===== config.mk =====
export PLATFORM = sky130hd
export DESIGN_NAME = controle_fatorial_mem
export DESIGN_NICKNAME = d
export VERILOG_FILES = /design/src/rtl/fatorial_pkg.sv /design/src/rtl/mult_desloca_soma.sv /design/src/rtl/controle_fatorial_mem.sv
export SDC_FILE = /design/constraint.sdc
export NUM_CORES = 1
export LEC_CHECK = 0
export BUFFER_PORTS_ARGS = -buffer_cell sky130_fd_sc_hd__buf_4
export CAP_MARGIN = 25
export CORE_AREA = 3 3 88 90
export CTS_CLUSTER_SIZE = 8
export DETAILED_ROUTE_END_ITERATION = 6
export DIE_AREA = 0 0 91 93
export PLACE_DENSITY = 0.82
export SLEW_MARGIN = 40
export SYNTH_ARGS = -nofsm -noshare
export SYNTH_HDL_FRONTEND = slang
export SYNTH_SLANG_ARGS = --single-unit
export TNS_END_PERCENT = 30

===== constraint.sdc =====
create_clock -name clock -period 5 [get_ports clock]
set_clock_uncertainty 0.05 [all_clocks]
set_input_delay 0.25 -clock clock [delete_from_list [all_inputs] [get_ports clock]]
set_output_delay 0.25 -clock clock [all_outputs]
set_load 0.02 [all_outputs]

===== src/rtl/fatorial_pkg.sv =====
// Shared definitions for the memory-side factorial controller: widths, addresses, states, status layout.
package fatorial_pkg;

    localparam int unsigned LARGURA   = 8;
    localparam int unsigned LARG_END  = 3;
    localparam int unsigned ITERACOES = LARGURA;

    localparam logic [LARG_END-1:0] END_N      = 3'd0;
    localparam logic [LARG_END-1:0] END_RES    = 3'd1;
    localparam logic [LARG_END-1:0] END_STATUS = 3'd2;

    localparam int unsigned STATUS_BIT_OVF    = 1;
    localparam int unsigned STATUS_BIT_VALIDO = 0;

    typedef enum logic [2:0] {
        OCIOSO  = 3'd0,
        LE_N    = 3'd1,
        CARREGA = 3'd2,
        MULT    = 3'd3,
        DECR    = 3'd4,
        ESC_RES = 3'd5,
        ESC_ST  = 3'd6,
        FIM     = 3'd7
    } estado_t;

    // Status word written at the end of every run; valido is always set.
    function automatic logic [LARGURA-1:0] palavra_status(input logic ovf);
        logic [LARGURA-1:0] w;
        w                    = '0;
        w[STATUS_BIT_OVF]    = ovf;
        w[STATUS_BIT_VALIDO] = 1'b1;
        return w;
    endfunction

endpackage


===== src/rtl/mult_desloca_soma.sv =====
// 8x8 unsigned shift-add multiplier; fim pulses on the 8th cycle after ini with prod valid.
module mult_desloca_soma
    import fatorial_pkg::*;
(
    input  logic                   clock,
    input  logic                   reset,
    input  logic                   ini,
    input  logic [LARGURA-1:0]     a,
    input  logic [LARGURA-1:0]     b,
    output logic [2*LARGURA-1:0]   prod,
    output logic                   fim
);

    localparam int unsigned LARG_CNT = 4;

    logic [2*LARGURA-1:0] mcand_q, mcand_d;
    logic [LARGURA-1:0]   mplier_q, mplier_d;
    logic [2*LARGURA-1:0] prod_q, prod_d;
    logic [LARG_CNT-1:0]  cnt_q, cnt_d;
    logic                 ativo_q, ativo_d;
    logic                 fim_q, fim_d;

    // Multiplier registers.
    always_ff @(posedge clock) begin
        if (reset) begin
            mcand_q  <= '0;
            mplier_q <= '0;
            prod_q   <= '0;
            cnt_q    <= '0;
            ativo_q  <= 1'b0;
            fim_q    <= 1'b0;
        end else begin
            mcand_q  <= mcand_d;
            mplier_q <= mplier_d;
            prod_q   <= prod_d;
            cnt_q    <= cnt_d;
            ativo_q  <= ativo_d;
            fim_q    <= fim_d;
        end
    end

    // The load cycle already performs the first partial product, so 8 steps end in time for fim.
    always_comb begin
        mcand_d  = mcand_q;
        mplier_d = mplier_q;
        prod_d   = prod_q;
        cnt_d    = cnt_q;
        ativo_d  = ativo_q;
        fim_d    = 1'b0;
        if (ini) begin
            prod_d   = b[0] ? {{LARGURA{1'b0}}, a} : '0;
            mcand_d  = {{(LARGURA-1){1'b0}}, a, 1'b0};
            mplier_d = b >> 1;
            cnt_d    = LARG_CNT'(1);
            ativo_d  = 1'b1;
        end else if (ativo_q) begin
            prod_d   = prod_q + (mplier_q[0] ? mcand_q : '0);
            mcand_d  = mcand_q << 1;
            mplier_d = mplier_q >> 1;
            cnt_d    = cnt_q + LARG_CNT'(1);
            if (cnt_q == LARG_CNT'(ITERACOES - 1)) begin
                ativo_d = 1'b0;
                fim_d   = 1'b1;
            end
        end
    end

    assign prod = prod_q;
    assign fim  = fim_q;

endmodule


===== src/rtl/controle_fatorial_mem.sv =====
// Reads N from data memory, computes N! with the shift-add multiplier, writes result and status back.
module controle_fatorial_mem
    import fatorial_pkg::*;
(
    input  logic                clock,
    input  logic                reset,
    input  logic                inicio,
    input  logic [LARGURA-1:0]  DadoLido,
    output logic [LARG_END-1:0] Endereco,
    output logic [LARGURA-1:0]  DadoEscr,
    output logic                EscMem,
    output logic                LerMem,
    output logic                ocupado,
    output logic                pronto
);

    estado_t              estado_q, estado_d;
    logic [LARGURA-1:0]   n_q, n_d;
    logic [LARGURA-1:0]   acc_q, acc_d;
    logic [LARGURA-1:0]   cont_q, cont_d;
    logic                 ovf_q, ovf_d;

    logic [LARG_END-1:0]  endereco_q, endereco_d;
    logic [LARGURA-1:0]   dado_escr_q, dado_escr_d;
    logic                 esc_mem_q, esc_mem_d;
    logic                 ler_mem_q, ler_mem_d;
    logic                 ocupado_q, ocupado_d;
    logic                 pronto_q, pronto_d;

    logic                 mul_ini_c;
    logic [LARGURA-1:0]   mul_a_c;
    logic [LARGURA-1:0]   mul_b_c;
    logic [2*LARGURA-1:0] mul_prod;
    logic                 mul_fim;
    logic [LARGURA-1:0]   cont_menos1_c;

    assign cont_menos1_c = cont_q - LARGURA'(1);

    mult_desloca_soma u_mult (
        .clock (clock),
        .reset (reset),
        .ini   (mul_ini_c),
        .a     (mul_a_c),
        .b     (mul_b_c),
        .prod  (mul_prod),
        .fim   (mul_fim)
    );

    // State, datapath and registered memory-side outputs.
    always_ff @(posedge clock) begin
        if (reset) begin
            estado_q    <= OCIOSO;
            n_q         <= '0;
            acc_q       <= '0;
            cont_q      <= '0;
            ovf_q       <= 1'b0;
            endereco_q  <= '0;
            dado_escr_q <= '0;
            esc_mem_q   <= 1'b0;
            ler_mem_q   <= 1'b0;
            ocupado_q   <= 1'b0;
            pronto_q    <= 1'b0;
        end else begin
            estado_q    <= estado_d;
            n_q         <= n_d;
            acc_q       <= acc_d;
            cont_q      <= cont_d;
            ovf_q       <= ovf_d;
            endereco_q  <= endereco_d;
            dado_escr_q <= dado_escr_d;
            esc_mem_q   <= esc_mem_d;
            ler_mem_q   <= ler_mem_d;
            ocupado_q   <= ocupado_d;
            pronto_q    <= pronto_d;
        end
    end

    // Next state, datapath updates and outputs decoded from the state being entered.
    always_comb begin
        estado_d    = estado_q;
        n_d         = n_q;
        acc_d       = acc_q;
        cont_d      = cont_q;
        ovf_d       = ovf_q;
        mul_ini_c   = 1'b0;
        mul_a_c     = acc_q;
        mul_b_c     = cont_q;
        endereco_d  = '0;
        dado_escr_d = '0;
        esc_mem_d   = 1'b0;
        ler_mem_d   = 1'b0;
        ocupado_d   = 1'b0;
        pronto_d    = 1'b0;

        case (estado_q)
            OCIOSO: begin
                if (inicio) estado_d = LE_N;
            end
            LE_N: begin
                n_d      = DadoLido;
                estado_d = CARREGA;
            end
            CARREGA: begin
                acc_d  = LARGURA'(1);
                cont_d = n_q;
                ovf_d  = 1'b0;
                if (n_q <= LARGURA'(1)) begin
                    estado_d = ESC_RES;
                end else begin
                    mul_ini_c = 1'b1;
                    mul_a_c   = LARGURA'(1);
                    mul_b_c   = n_q;
                    estado_d  = MULT;
                end
            end
            MULT: begin
                if (mul_fim) begin
                    if (mul_prod[2*LARGURA-1:LARGURA] != '0) begin
                        ovf_d = 1'b1;
                        acc_d = '1;
                    end else begin
                        acc_d = mul_prod[LARGURA-1:0];
                    end
                    estado_d = DECR;
                end
            end
            DECR: begin
                // Overflow also retires through here so every multiply step costs the same 9 cycles.
                if (ovf_q) begin
                    estado_d = ESC_RES;
                end else begin
                    cont_d = cont_menos1_c;
                    if (cont_menos1_c == LARGURA'(1)) begin
                        estado_d = ESC_RES;
                    end else begin
                        mul_ini_c = 1'b1;
                        mul_a_c   = acc_q;
                        mul_b_c   = cont_menos1_c;
                        estado_d  = MULT;
                    end
                end
            end
            ESC_RES: estado_d = ESC_ST;
            ESC_ST:  estado_d = FIM;
            FIM:     estado_d = OCIOSO;
            default: estado_d = OCIOSO;
        endcase

        ocupado_d = (estado_d != OCIOSO);
        case (estado_d)
            LE_N: begin
                endereco_d = END_N;
                ler_mem_d  = 1'b1;
            end
            ESC_RES: begin
                endereco_d  = END_RES;
                dado_escr_d = acc_d;
                esc_mem_d   = 1'b1;
            end
            ESC_ST: begin
                endereco_d  = END_STATUS;
                dado_escr_d = palavra_status(ovf_d);
                esc_mem_d   = 1'b1;
            end
            FIM: begin
                pronto_d = 1'b1;
            end
            default: ;
        endcase
    end

    assign Endereco = endereco_q;
    assign DadoEscr = dado_escr_q;
    assign EscMem   = esc_mem_q;
    assign LerMem   = ler_mem_q;
    assign ocupado  = ocupado_q;
    assign pronto   = pronto_q;

endmodule


==> metrics.cfg, run 1 <==
[run_status]
status=finished clean

[routing]
ant_nets=0
viasPerCell=6.002
drcViolationCount=0
drtPass1Iterations=5
drtIter0Drc=279
num_vias=3871
routedWlPerCell_microns=15.51
wirelength_microns=10000

[grt]
grt_max_degree=51
grt_pass1_wl_microns=16790
grt_usage_pct=24.22
grt_pass1_vias=3698
grt-ovfl-total=0
grt_antenna_before_repair=0

[timing]
rsz0062_at_grt=false
drv_slew=0
slew_headroom_pct=47.38
tightest_slew_ps=779.1
fin_tns_setup_ps=0
worst_slack_ps=1888
finalSetupViolations=0
report.final.hold_viol_count=0
period_needed_ps=3112
timing.final.crit_share_pct=62.25
fmax_mhz=321.3

[setup_path]
worstSetupPathType=register to register
path_delay_family=simple AND/OR/NAND/NOR gates
worst_setup_path_end_kind=register
cp.arrival_ps=3340
regToRegSetupSlack_ps=1890
critPathBufInv=0
path_common_cell=and2_1
required_ps=5230
critPathSlowestCell=a21o_1
path_cells=nor2b_1, and2_1, and2_1, a21o_1, o21ai_0, a21oi_1
crit_path_max_incr_delay_ps=650
path_max_fanout=22
worst_setup_path_start_kind=register

[clock_network]
numCtsBuffers=9
insertion_delay_ps=360
cts_htree_levels=3
path_clk_slew_ps=90
post_cts_resized=0
clockBufferDepth=2
clockRootBuffer=clkbuf_8
cts_tree=built
postCtsHoldBufs=0
clock_sinks=86
postCtsSetupBuffers=0

[floorplan]
io_pins=26
die_h_microns=93
dieArea_sq_um=8463
initial_core_util_pct=63.27
fp-row-count=31
fp.dieW_microns=91
core_sq_um=7137

[logic_synthesis]
synth_flop_cell=dfxtp_1
synthArstFlopShare_pct=0
syn-num-nets=564
synth-seq-cells=86
ys_types=67
synth.area.top_cells=dfxtp_1, mux2i_1, a21oi_1
synth_top_area_cell=dfxtp_1
syn_inst=535
synth-edff-count=0
syn-cell-area_sq_um=4516
ys_seq_area_share_pct=38.13
avgSynthCellArea_sq_um=8.440
ys_warn_count=0
synth.top_cell.area_share_pct=38.13

[placement]
port-buffer-count=24
dpl.hpwl_microns=7066
gp_congestion=0.8678
post-place-ws_ps=1998

[finish]
ff_latch_area_sq_um=1723
fin_nets=571
antenna_cells=0
final_common_cell=dfxtp_1
multi_input_area_sq_um=2566
nFillCells=593
drive_above_1_share_pct=11.72
mostFrequentLayoutCells=dfxtp_1, nand2_1, a21oi_1
syn2layout_area_growth_pct=8.701

[flow_run]
drv_cap=0

[pwr]
power.density_nw_per_um2=317.6
leakagePower_nw=1.946
peakVddDrop_uv=215.4

[min_path]
hp-class=input pin to register

## through the flow
step           total power, mW  cells  hold slack (ps)  instance area (sq um)  utilization, %
3_3_place_gp             1.015    630            409.3                   4687           65.67
5_1_grt                  1.629    645            89.79                   4908           68.78
2_1_floorplan           0.9709    535            294.8                   4516               -
3_5_place_dp             1.027    630            420.2                   4687           65.67
6_report                 1.559    645            71.02                   4908           68.78
4_1_cts                  1.561    645            70.55                   4908           68.78
## logic make-up after synthesis
group,after synthesis,share of synthesized area [%]
flops,86,38.13
mux,30,6.761
xor+xnor,9,1.746
simple gates,206,23.88
compound gates,133,19.20
buf+inv,52,5.043
fa+ha+maj,18,5.154
other cells,1,0.08305
## cells in the mapped netlist (all sizes together), types with 4 or more instances
library cell  number
nor4               5
nand4              5
nand2b             4
nand3b             4
a22oi              7
a211oi             5
nor3              39
o21ai             25
and2              23
a31oi             13
or3                5
buf               13
inv               23
o21a               5
mux2i             26
a21o               8
ha                17
xnor2              4
nor2b              9
clkbuf            16
xor2               5
or3b               4
nand3              8
nor2              44
nand2             46
a21oi             44
mux2               4
dfxtp             86
## registers in the layout, indices dropped and copies added, names as in the netlist, 4 cells and up
register         count
u_mult.cnt_q         4
n_q                  8
u_mult.mplier_q      7
DadoEscr             8
cont_q               8
acc_q                8
u_mult.mcand_q      15
u_mult.prod         16
## worst reg2reg max path, stage by stage (launching register included)
cell	delay, ps
dfxtp_1	540
nor2b_1	310
and2_1	510
and2_1	520
a21o_1	650
o21ai_0	280
a21oi_1	180
## cell type report
type                       instances  share of cell area (%)
timing repair buffer              25                   3.824
clock buffer                      10                   2.804
tap                               99                   2.524
sequential                        86                   35.10
inverter                          23                   1.759
multi-input combinational        397                   52.28
clock inverter                     5                   1.708
## routing by layer
metal | track usage, % | part of all wire [%] | up-vias
met4 | 12.44 | 3.0 | 0
met2 | 40.16 | 48 | 144
met3 | 4.264 | 5.3 | 37
met1 | 30.33 | 44 | 1769
li1 | - | - | 1921
met5 | 0 | 0 | -
## power by group
| part | internal (mW) | leakage, nW | switching (mW) | total [mW] |
|---|---|---|---|---|
| clock | 0.293 | 0.105 | 0.249 | 0.542 |
| sequential | 0.725 | 0.697 | 0.0457 | 0.770 |
| combinational | 0.101 | 1.14 | 0.145 | 0.246 |
| total | 1.12 | 1.95 | 0.440 | 1.56 |
## final timing paths
check | startpoint | end | cells past startpoint
worst max-delay path | estado_q[1]$_SDFF_PP0_ | cont_q[4]$_SDFFE_PP0P_ | 6
worst min-delay path | DadoLido[2] | n_q[2]$_SDFFE_PP0P_ | 3
worst max register to register | estado_q[1]$_SDFF_PP0_ | cont_q[4]$_SDFFE_PP0P_ | 6
worst min register to register | u_mult.cnt_q[3]$_SDFFE_PP0P_ | u_mult.fim$_SDFF_PP0_ | 1
Power figures use the tool's default switching activity.
==> run 2, diff against run 1 <==
--- a/config.mk
+++ b/config.mk
@@ -7,11 +7,11 @@
 export LEC_CHECK = 0
 export BUFFER_PORTS_ARGS = -buffer_cell sky130_fd_sc_hd__buf_4
 export CAP_MARGIN = 25
-export CORE_AREA = 3 3 88 90
+export CORE_AREA = 3 3 91 93
 export CTS_CLUSTER_SIZE = 8
 export DETAILED_ROUTE_END_ITERATION = 6
-export DIE_AREA = 0 0 91 93
-export PLACE_DENSITY = 0.82
+export DIE_AREA = 0 0 94 96
+export PLACE_DENSITY = 0.78
 export SLEW_MARGIN = 40
 export SYNTH_ARGS = -nofsm -noshare
 export SYNTH_HDL_FRONTEND = slang
==> constraint.sdc (replaced) <==
create_clock -name clock -period 3.1 [get_ports clock]
set_clock_uncertainty 0.05 [all_clocks]
set_input_delay 0.155 -clock clock [delete_from_list [all_inputs] [get_ports clock]]
set_output_delay 0.155 -clock clock [all_outputs]
set_load 0.02 [all_outputs]
==> metrics.cfg, run 2 (same netlist as run 1, synthesis figures left out) <==
[placement]
port-buffer-count=24  ; unchanged
gp_congestion=0.8764  ; +0.99%
dpl.hpwl_microns=7238  ; +2.4%

[setup_path]
required_ps=3330  ; -1900 ps
path_max_fanout=22  ; unchanged
cp.arrival_ps=3020  ; -320 ps
worst_setup_path_start_kind=register
worst_setup_path_end_kind=register
worstSetupPathType=register to register

[run_status]
violations=negative hold slack
status=finished with violations

[timing]
slew_headroom_pct=47.88  ; +0.50 points
period_needed_ps=2792  ; -320.1 ps
finalSetupViolations=0  ; unchanged
timing.final.crit_share_pct=90.07  ; +28 points
tightest_slew_ps=781.8  ; +2.764 ps
rsz0062_at_grt=false
fmax_mhz=358.1  ; +11%
fin_tns_setup_ps=0  ; unchanged
report.final.hold_viol_count=1  ; +1
drv_slew=0  ; unchanged
holdWs_ps=-0.1943  ; -71.22 ps

[floorplan]
initial_core_util_pct=59.36  ; -3.9 points
io_pins=26  ; unchanged
core_sq_um=7607  ; +6.6%
dieArea_sq_um=9024  ; +6.6%
fp.dieW_microns=94  ; +3.3%
die_h_microns=96  ; +3.2%
fp-row-count=32  ; +3.2%

[clock_network]
clockRootBuffer=clkbuf_8
cts_tree=built
clockBufferDepth=2  ; unchanged
cts_htree_levels=3  ; unchanged
numCtsBuffers=9  ; unchanged
insertion_delay_ps=360  ; about the same
clock_sinks=86  ; unchanged
path_clk_slew_ps=90  ; about the same
postCtsSetupBuffers=0  ; unchanged

[grt]
grt_max_degree=51  ; unchanged
grt_pass1_wl_microns=17530  ; +4.4%
grt_antenna_before_repair=0  ; unchanged
grt-ovfl-total=0  ; unchanged
grt_pass1_vias=3771  ; +2.0%
grt_usage_pct=24.26  ; +0.039 points

[finish]
final_common_cell=dfxtp_1
largest_reg_flops=16  ; unchanged
antenna_cells=0  ; unchanged
final_util_pct=65.71  ; -3.1 points
mostFrequentLayoutCells=dfxtp_1, nand2_1, a21oi_1
drive_above_1_share_pct=12.54  ; +0.82 points
syn2layout_area_growth_pct=10.70
fin_nets=582  ; +1.9%

[routing]
viasPerCell=6.020  ; +0.30%
drtIter0Drc=214  ; -23%
drtPass1Iterations=7  ; +2
routedWlPerCell_microns=15.74  ; +1.5%
num_vias=3973  ; +2.6%
ant_nets=0  ; unchanged
drcViolationCount=0  ; unchanged
wirelength_microns=10390  ; +3.9%

[pwr]
totalPowerFinal_mw=2.472  ; +59%
leakagePower_nw=1.995  ; +2.5%
power.density_nw_per_um2=494.6  ; +56%
peakVddDrop_uv=306.1  ; +42%

[flow_run]
drv_cap=0  ; unchanged

[min_path]
hp-class=input pin to register

## run 2: path summary, 6_finish.rpt
kind / startpoint / end / slack, ps / cells after the start
min reg2reg: u_mult.cnt_q[3]$_SDFFE_PP0P_ / u_mult.fim$_SDFF_PP0_ / 430 / 1
max: estado_q[1]$_SDFF_PP0_ / u_mult.mplier_q[3]$_SDFFE_PP0N_ / 310 / 6
max reg2reg: estado_q[1]$_SDFF_PP0_ / u_mult.mplier_q[3]$_SDFFE_PP0N_ / 310 / 6
min: DadoLido[7] / n_q[7]$_SDFFE_PP0P_ / -0.2 / 3
## run 2: worst max-delay path, cell delays in order, from the launching register on
cell     delay (ps)
dfxtp_1         550
nor2b_1         290
and2_1          170
and2_1          510
a21o_1          660
o21ai_0         280
a21oi_1         190
## run 2: final cells by class
type | instances | area (sq um)
fillers | 654 | 2609
multi-input cells | 397 | 2566
flip-flops and latches | 86 | 1724
repair buffers | 36 | 287.8
clock buffers | 10 | 137.6
well taps | 102 | 127.6
inverters | 23 | 86.33
clock inverters | 6 | 68.82
## run 2: power breakdown
group          internal [mW]  total (mW)  switching, mW
clock                  0.400       0.819          0.419
sequential              1.17        1.24         0.0709
combinational          0.174       0.414          0.239
total                   1.74        2.47          0.729
## run 2: repair_timing
action	4_1_cts	5_1_grt
hold buffers	7	0
gates resized for setup	0	1
hold endpoints to repair	7	0
endpoints found under the setup margin	0	3
## run 2: stage by stage
| stage | hold WS (ps) | cell area [sq um] | setup WS (ps) | std cells |
|---|---|---|---|---|
| 2_1_floorplan | 199.8 | 4516 | 461.7 | 535 |
| 3_3_place_gp | 340.6 | 4721 | 356.0 | 637 |
| 3_5_place_dp | 347.7 | 4721 | 253.4 | 637 |
| 4_1_cts | 2.542 | 4997 | 219.2 | 660 |
| 5_1_grt | 32.83 | 4999 | 5.427 | 660 |
| 6_report | -0.1943 | 4999 | 307.8 | 660 |
## run 2: layer usage
layer / up-vias / GRT usage [%] / part of all wire [%]
li1: 1952 / - / -
met1: 1884 / 30.37 / 44
met2: 125 / 41.28 / 50
met3: 12 / 5.317 / 5.2
met4: 0 / 8.544 / 1.4
met5: - / 0 / 0
